`src/rtl/mem_ctrl_pkg.sv`:
```
// Shared definitions for the byte-serial memory controller: FSM states,
// bus widths and the write-lane selector.
package mem_ctrl_pkg;

    localparam int ADDR_W = 32;
    localparam int DATA_W = 32;
    localparam int BYTE_W = 8;

    typedef enum logic [1:0] {
        IDLE    = 2'd0,
        RD      = 2'd1,
        RD_LAST = 2'd2,
        WR      = 2'd3
    } state_e;

    function automatic logic [BYTE_W-1:0] byte_lane(input logic [DATA_W-1:0] w,
                                                    input logic [1:0]        idx);
        case (idx)
            2'd0:    return w[7:0];
            2'd1:    return w[15:8];
            2'd2:    return w[23:16];
            default: return w[31:24];
        endcase
    endfunction

endpackage

```
`src/rtl/mem_ctrl_fetch_buf.sv`:
```
// One-entry cache of the last completed instruction fetch {valid, addr, word}.
// Only instantiated when MEM_CTRL_FETCH_BUF_EN is defined.
module mem_ctrl_fetch_buf
    import mem_ctrl_pkg::*;
#(
    parameter int AW = 17
) (
    input  logic              clk,
    input  logic              rst,
    input  logic              clr_i,
    input  logic              fill_i,
    input  logic [AW-1:0]     fill_addr_i,
    input  logic [DATA_W-1:0] fill_data_i,
    input  logic [AW-1:0]     lookup_addr_i,
    output logic              hit_o,
    output logic [DATA_W-1:0] data_o
);

    logic              valid_q, valid_d;
    logic [AW-1:0]     addr_q, addr_d;
    logic [DATA_W-1:0] data_q, data_d;

    always_comb begin
        valid_d = valid_q;
        addr_d  = addr_q;
        data_d  = data_q;
        if (fill_i) begin
            valid_d = 1'b1;
            addr_d  = fill_addr_i;
            data_d  = fill_data_i;
        end
        // Any data write may alias the buffered word, so drop it.
        if (clr_i) begin
            valid_d = 1'b0;
        end
    end

    always_ff @(posedge clk) begin
        if (rst) begin
            valid_q <= 1'b0;
            addr_q  <= '0;
            data_q  <= '0;
        end else begin
            valid_q <= valid_d;
            addr_q  <= addr_d;
            data_q  <= data_d;
        end
    end

    assign hit_o  = valid_q && (addr_q == lookup_addr_i);
    assign data_o = data_q;

endmodule

```
`src/rtl/mem_ctrl.sv`:
```
// Memory controller serialising fetch and data-port word accesses onto a
// byte-wide synchronous RAM. Define MEM_CTRL_FETCH_BUF_EN for the fetch buffer.
module mem_ctrl
    import mem_ctrl_pkg::*;
#(
    parameter int RAM_AW = 17
) (
    input  logic              clk,
    input  logic              rst,
    input  logic              if_re,
    input  logic [ADDR_W-1:0] if_addr,
    output logic              if_busy,
    output logic              if_done,
    output logic [DATA_W-1:0] if_data,
    input  logic              dm_re,
    input  logic              dm_we,
    input  logic [ADDR_W-1:0] dm_addr,
    input  logic [DATA_W-1:0] dm_wdata,
    input  logic [3:0]        dm_wmask,
    output logic              dm_busy,
    output logic              dm_done,
    output logic [DATA_W-1:0] dm_rdata,
    output logic [RAM_AW-1:0] ram_addr,
    output logic              ram_we,
    output logic [BYTE_W-1:0] ram_wdata,
    input  logic [BYTE_W-1:0] ram_rdata,
    output logic [1:0]        dbg_state_o
);

    state_e            state_q, state_d;
    logic [1:0]        cnt_q, cnt_d;
    logic [RAM_AW-1:0] addr_q, addr_d;
    logic [DATA_W-1:0] wdata_q, wdata_d;
    logic [3:0]        wmask_q, wmask_d;
    logic              port_dm_q, port_dm_d;
    logic [23:0]       rbuf_q, rbuf_d;
    logic [DATA_W-1:0] if_data_q, if_data_d;
    logic [DATA_W-1:0] dm_rdata_q, dm_rdata_d;
    logic              if_done_q, if_done_d;
    logic              dm_done_q, dm_done_d;

    logic              buf_hit, buf_clr, buf_fill;
    logic [DATA_W-1:0] buf_data;
    logic [DATA_W-1:0] rd_word;

    // Byte 3 is never parked in rbuf; it goes straight from the RAM into the result.
    assign rd_word = {ram_rdata, rbuf_q};

    always_comb begin
        state_d    = state_q;
        cnt_d      = cnt_q;
        addr_d     = addr_q;
        wdata_d    = wdata_q;
        wmask_d    = wmask_q;
        port_dm_d  = port_dm_q;
        rbuf_d     = rbuf_q;
        if_data_d  = if_data_q;
        dm_rdata_d = dm_rdata_q;
        if_done_d  = 1'b0;
        dm_done_d  = 1'b0;
        buf_clr    = 1'b0;
        buf_fill   = 1'b0;
        case (state_q)
            IDLE: begin
                if (dm_re || dm_we) begin
                    addr_d    = dm_addr[RAM_AW-1:0];
                    wdata_d   = dm_wdata;
                    wmask_d   = dm_wmask;
                    port_dm_d = 1'b1;
                    cnt_d     = 2'd0;
                    state_d   = dm_we ? WR : RD;
                    buf_clr   = dm_we;
                end else if (if_re) begin
                    if (buf_hit) begin
                        if_done_d = 1'b1;
                        if_data_d = buf_data;
                    end else begin
                        addr_d    = if_addr[RAM_AW-1:0];
                        port_dm_d = 1'b0;
                        cnt_d     = 2'd0;
                        state_d   = RD;
                    end
                end
            end
            RD: begin
                // RAM data lags the address by one cycle: capture byte cnt-1.
                case (cnt_q)
                    2'd1:    rbuf_d[7:0]   = ram_rdata;
                    2'd2:    rbuf_d[15:8]  = ram_rdata;
                    2'd3:    rbuf_d[23:16] = ram_rdata;
                    default: ;
                endcase
                cnt_d = cnt_q + 2'd1;
                if (cnt_q == 2'd3) begin
                    state_d = RD_LAST;
                end
            end
            RD_LAST: begin
                state_d = IDLE;
                if (port_dm_q) begin
                    dm_rdata_d = rd_word;
                    dm_done_d  = 1'b1;
                end else begin
                    if_data_d = rd_word;
                    if_done_d = 1'b1;
                    buf_fill  = 1'b1;
                end
            end
            WR: begin
                cnt_d = cnt_q + 2'd1;
                if (cnt_q == 2'd3) begin
                    state_d   = IDLE;
                    dm_done_d = 1'b1;
                end
            end
            default: state_d = IDLE;
        endcase
    end

    always_ff @(posedge clk) begin
        if (rst) begin
            state_q    <= IDLE;
            cnt_q      <= '0;
            addr_q     <= '0;
            wdata_q    <= '0;
            wmask_q    <= '0;
            port_dm_q  <= 1'b0;
            rbuf_q     <= '0;
            if_data_q  <= '0;
            dm_rdata_q <= '0;
            if_done_q  <= 1'b0;
            dm_done_q  <= 1'b0;
        end else begin
            state_q    <= state_d;
            cnt_q      <= cnt_d;
            addr_q     <= addr_d;
            wdata_q    <= wdata_d;
            wmask_q    <= wmask_d;
            port_dm_q  <= port_dm_d;
            rbuf_q     <= rbuf_d;
            if_data_q  <= if_data_d;
            dm_rdata_q <= dm_rdata_d;
            if_done_q  <= if_done_d;
            dm_done_q  <= dm_done_d;
        end
    end

    // The write strobe is gated by rst so an aborted write stops in the reset cycle.
    assign ram_addr  = (state_q == RD || state_q == WR) ? addr_q + RAM_AW'(cnt_q) : '0;
    assign ram_we    = (state_q == WR) && wmask_q[cnt_q] && !rst;
    assign ram_wdata = (state_q == WR) ? byte_lane(wdata_q, cnt_q) : '0;

    assign if_busy     = (state_q != IDLE);
    assign dm_busy     = (state_q != IDLE);
    assign if_done     = if_done_q;
    assign dm_done     = dm_done_q;
    assign if_data     = if_data_q;
    assign dm_rdata    = dm_rdata_q;
    assign dbg_state_o = state_q;

`ifdef MEM_CTRL_FETCH_BUF_EN
    mem_ctrl_fetch_buf #(
        .AW(RAM_AW)
    ) u_fetch_buf (
        .clk           (clk),
        .rst           (rst),
        .clr_i         (buf_clr),
        .fill_i        (buf_fill),
        .fill_addr_i   (addr_q),
        .fill_data_i   (rd_word),
        .lookup_addr_i (if_addr[RAM_AW-1:0]),
        .hit_o         (buf_hit),
        .data_o        (buf_data)
    );
`else
    logic unused_buf_ctrl;
    assign buf_hit         = 1'b0;
    assign buf_data        = '0;
    assign unused_buf_ctrl = buf_clr ^ buf_fill;
`endif

    logic unused_addr_hi;
    assign unused_addr_hi = ^{if_addr[ADDR_W-1:RAM_AW], dm_addr[ADDR_W-1:RAM_AW]};

endmodule

```
`config.mk`:
```
export PLATFORM = sky130hd
export DESIGN_NAME = mem_ctrl
export DESIGN_NICKNAME = d
export VERILOG_FILES = /design/src/rtl/mem_ctrl_pkg.sv /design/src/rtl/mem_ctrl_fetch_buf.sv /design/src/rtl/mem_ctrl.sv
export SDC_FILE = /design/constraint.sdc
export NUM_CORES = 1
export LEC_CHECK = 0
export ABC_AREA = 1
export CORE_UTILIZATION = 40
export CTS_CLUSTER_SIZE = 12
export DETAILED_ROUTE_END_ITERATION = 8
export PLACE_DENSITY = 0.7
export SYNTH_ARGS = -nofsm -noshare
export SYNTH_HDL_FRONTEND = slang
export SYNTH_SLANG_ARGS = --single-unit
```
`constraint.sdc`:
```
create_clock -name clk -period 3.5 [get_ports clk]
set_input_delay 0.525 -clock clk [delete_from_list [all_inputs] [get_ports clk]]
set_output_delay 0.525 -clock clk [all_outputs]
set_load 0.01 [all_outputs]
```
* Word level (Yosys, flattened, before mapping)
Cells that the tools add are included.
** Word-level totals
- Bits in registers :: 148
- Bits of input ports :: 113
- Output and inout bits :: 96
- Word-level logic and storage cells :: 70
** Operators by class
- $add $sub $neg :: 2
- Magnitude comparators :: 1
- Equality and inequality tests :: 9
- Multiplexer cells :: 22
- Bitwise logic cells :: 2
- Reductions and logical operators :: 21
** Operators with widths (number)
- $mux 17 :: 3
- $pmux 8 s3 :: 1
- $add 17x2->17 :: 1
- $reduce_and 2->1 :: 8
- $mux 2 :: 7
- $eq 2x2->1 const B :: 4
- $mux 8 :: 1
- $pmux 2 s4 :: 1
- $mux 1 :: 6
- $reduce_bool 2->1 :: 3
- $eq 2x1->1 const B :: 2
- $logic_not 2->1 :: 2
- $ne 2x2->1 const B :: 2
- $pmux 2 s2 :: 1
- $reduce_or 2->1 :: 2
- $lt 2x3->1 const B :: 1
- $ne 3x3->1 const B :: 1
- $reduce_and 3->1 :: 1
- $add 2x1->2 const B :: 1
- $bmux 1 s2 :: 1
- $logic_and 1x1->1 :: 2
- $logic_or 1x1->1 :: 2
- $not 1->1 :: 2
- $pmux 1 s2 :: 1
- $logic_not 1->1 :: 1

* Longest topological paths before layout
- Depth after elaboration :: 4
- Gate-level depth with buffers :: 9
- Gate-level depth less buffers :: 9

* Least setup slack after synthesis
No wires, ideal clock.
- Path kind :: flip-flop to output port
- From :: register cnt_q[0]
- To :: output port ram_addr[16]
- Data arrival time :: 1518 ps
- Required time :: 2975 ps
- Setup slack :: 1457 ps
- Cell stages (with the launch flop) :: 10
- Path buffers :: 0
- Path through :: dfxtp_1 -> ha_1 -> fa_1 -> nand2_1 -> nor2_1 -> nand2_1 -> inv_1 -> nand3_1 -> nand2_1 -> nor2_1
** Between the ends
- Cells in the longest elaborated chain, start to end :: 2
** RTL lines
- start: declaration :: RTL line mem_ctrl.sv:31 : logic [1:0] cnt_q, cnt_d;
- start signal: assignment :: RTL line mem_ctrl.sv:135 : cnt_q <= cnt_d;
- $add 17x2->17 :: RTL line mem_ctrl.sv:149 : assign ram_addr = (state_q == RD || state_q == WR) ? addr_q + RAM_AW'(cnt_q) : '0;
- $mux 17 :: RTL line mem_ctrl.sv:149
- end: declaration :: RTL line mem_ctrl.sv:23 : output logic [RAM_AW-1:0] ram_addr,
Every way passes these cells.

* Worst setup path after layout
- From :: register cnt_q[0]
- To :: output port ram_addr[8]
The elaborated chain is that of the path after synthesis.

==> results.json <==
{
  "status": "completed",
  "reg2reg_from": "cnt_q[1]$_SDFFE_PP0P_",
  "power.density_nw_per_um2": 512.7,
  "start_util_pct": 41.27,
  "fillers": 1483,
  "grt_pass1_vias": 5260,
  "firstDrtPassIters": 4,
  "port_buffers": 178,
  "grt.total_usage_pct": 19.99,
  "synth.cell_area_sq_um": 6320,
  "worst_slack_ps": 361.0,
  "cts_buffer_depth": 2,
  "final-hold-violation-count": 0,
  "cts_htree_levels": 4,
  "endpoint_kind": "output pin",
  "gp_congestion": 0.8313,
  "io-pin-count": 209,
  "post-place-ws_ps": 791.9,
  "clk_pin_slew_worst_paths_ps": 60,
  "drive_above_1_share_pct": 4.502,
  "dp_hpwl_mm": 10.56,
  "setup_viol": 0,
  "tightest_slew_ps": 1098,
  "drc": 0,
  "synthArstFlopShare_pct": 0,
  "multi_input_area_sq_um": 2709,
  "insertion_delay_ps": 420,
  "core-area_sq_um": 15310,
  "synthesis.nets": 1001,
  "viasPerCell": 4.657,
  "crit_path_max_fanout": 8,
  "hp-class": "reg -> reg",
  "ant_nets": 0,
  "grt_start_max_net_pins": 137,
  "syn_to_final_growth_pct": 38.74,
  "fp.dieH_um": 127.7,
  "seq_area_sq_um": 2963,
  "wire_per_inst_um": 12.51,
  "tns_ps": 0,
  "crit_arrival_ps": 2610,
  "max_cap_violations": 0,
  "layout.nets": 1152,
  "cts-resized-gates": 0,
  "synth-edff-count": 0,
  "antenna_found_initial": 0,
  "skew_ps": 5.256,
  "start_kind": "register",
  "ys_seq_area_share_pct": 46.88,
  "ys.flop_type": "dfxtp_1",
  "ir_drop_mv": 0.3790,
  "cts_setup_buffers": 0,
  "synth.ff_latch_count": 148,
  "timing.final.crit_share_pct": 89.68,
  "final.min_clock_period_ps": 3139,
  "dieWidth_um": 127.7,
  "p_leak_nw": 3.406,
  "die_area_sq_um": 16310,
  "yosysWarnings": 0,
  "num_vias": 5845,
  "min_from": "dm_rdata[8]$_SDFFE_PP0P_",
  "drv_slew": 0,
  "grt_pass1_wl_mm": 25.67,
  "cts_tree": "done",
  "max_slew_margin_pct": 26.83,
  "root_buffer": "clkbuf_16",
  "wirelength_mm": 15.70,
  "rsz0062_at_grt": "false",
  "rows": 45,
  "critical_path_class": "reg -> out",
  "cts_num_sinks": 148,
  "drtIter0Drc": 331,
  "antenna_cells": 0,
  "syn_inst": 881,
  "cp_data_required_time_ps": 2970,
  "grt.overflow.total": 0,
  "startpoint": "cnt_q[0]$_SDFFE_PP0P_",
  "cts_buffers": 17,
  "avgSynthCellArea_sq_um": 7.173,
  "synth.distinct_cells": 31,
  "ctsHoldBuffers": 0,
  "hold_slack_ps": 440.4,
  "fmax_mhz": 318.6
}
## cells in the final DEF (no fill, tap or decap), drive strengths merged
cell | Yosys | routed
clkdlybuf4s50 | 0 | 178
nand2 | 151 | 151
dfxtp | 148 | 148
nor2 | 141 | 141
o21ai | 140 | 140
inv | 100 | 101
a21oi | 100 | 100
nand3 | 30 | 30
clkbuf | 21 | 25
ha | 6 | 6
buf | 30 | 5
bufinv | 0 | 3
nand4 | 2 | 2
xor2 | 2 | 2
o21a | 2 | 2
clkinv | 1 | 2
o21bai | 2 | 2
a31oi | 1 | 1
nor3 | 1 | 1
and2 | 1 | 1
nand3b | 1 | 1
fa | 1 | 1
clkinvlp | 0 | 1
## stage by stage
step / total power [W] / utilization (%) / instances / instance area [sq um]
after floorplan: 0.002324 / - / 881 / 6320
after global placement: 0.002625 / 53.20 / 1224 / 8148
after detailed placement: 0.002636 / 53.20 / 1224 / 8148
after CTS: 0.004535 / 57.25 / 1255 / 8768
after global routing: 0.004708 / 57.25 / 1255 / 8768
final: 0.004495 / 57.25 / 1255 / 8768
## logic make-up after synthesis
group	Yosys count	share of synthesized area [%]
AOI/OAI and AO/OA	245	19.76
xor gates and xnor gates	2	0.2772
adders and majority gates	7	1.505
buffers and inverters	152	10.33
DFF	148	46.88
and+or+nand+nor	327	21.24
## power by group
group | leakage, nW | switching, W | internal (W)
Combinational | 1.89 | 0.000366 | 0.000321
Clock | 0.301 | 0.000680 | 0.00122
Sequential | 1.21 | 0.0000896 | 0.00182
## synth_stat cells, types with 6 or more instances
cell / instances / area share, %
ha_1: 6 / 1.2
nand3_1: 28 / 2.2
a21oi_1: 100 / 7.9
buf_2: 20 / 1.6
nor2_1: 137 / 8.1
clkbuf_1: 21 / 1.2
dfxtp_1: 148 / 47
o21ai_1: 15 / 1.2
inv_1: 95 / 5.6
o21ai_0: 125 / 9.9
buf_4: 8 / 0.95
nand2_1: 150 / 8.9
## cell type report
type	instances	share of cell area (%)
clock buffer	25	5.765
clock inverter	6	1.313
inverter	101	4.481
multi-input combinational	581	30.89
sequential	148	33.79
tap	211	3.011
timing repair buffer	183	20.75
## state kept, by name (all words and copies together) (netlist names)
| signal | flops |
|---|---|
| addr_q | 17 |
| cnt_q | 2 |
| dbg_state_o | 2 |
| dm_done | 1 |
| dm_rdata | 32 |
| if_data | 32 |
| if_done | 1 |
| port_dm_q | 1 |
| rbuf_q | 24 |
| wdata_q | 32 |
| wmask_q | 4 |
## metal layers
layer | track usage, % | routed length (um)
met5 | 0 | 0
met4 | 7.889 | 277
met3 | 4.674 | 795
met2 | 32.05 | 7276
met1 | 26.04 | 7346
## path summary, 6_finish.rpt
path	end	cells after the start	slack, ps
min	dm_rdata[8]$_SDFFE_PP0P_	2	440
max reg2reg	rbuf_q[2]$_SDFFE_PP0P_	5	1530
max	ram_addr[8]	9	360
min reg2reg	dm_rdata[8]$_SDFFE_PP0P_	2	440
## critical path, stage by stage (launching register included)
cell and delay, ps:
dfxtp_1 470, ha_1 250, fa_1 220, nand2_1 70
nor2_1 210, nand2_1 80, inv_1 100, o21ai_0 80
a21oi_1 160, clkdlybuf4s50_1 560
No activity file was read; power rests on OpenSTA's default activity.
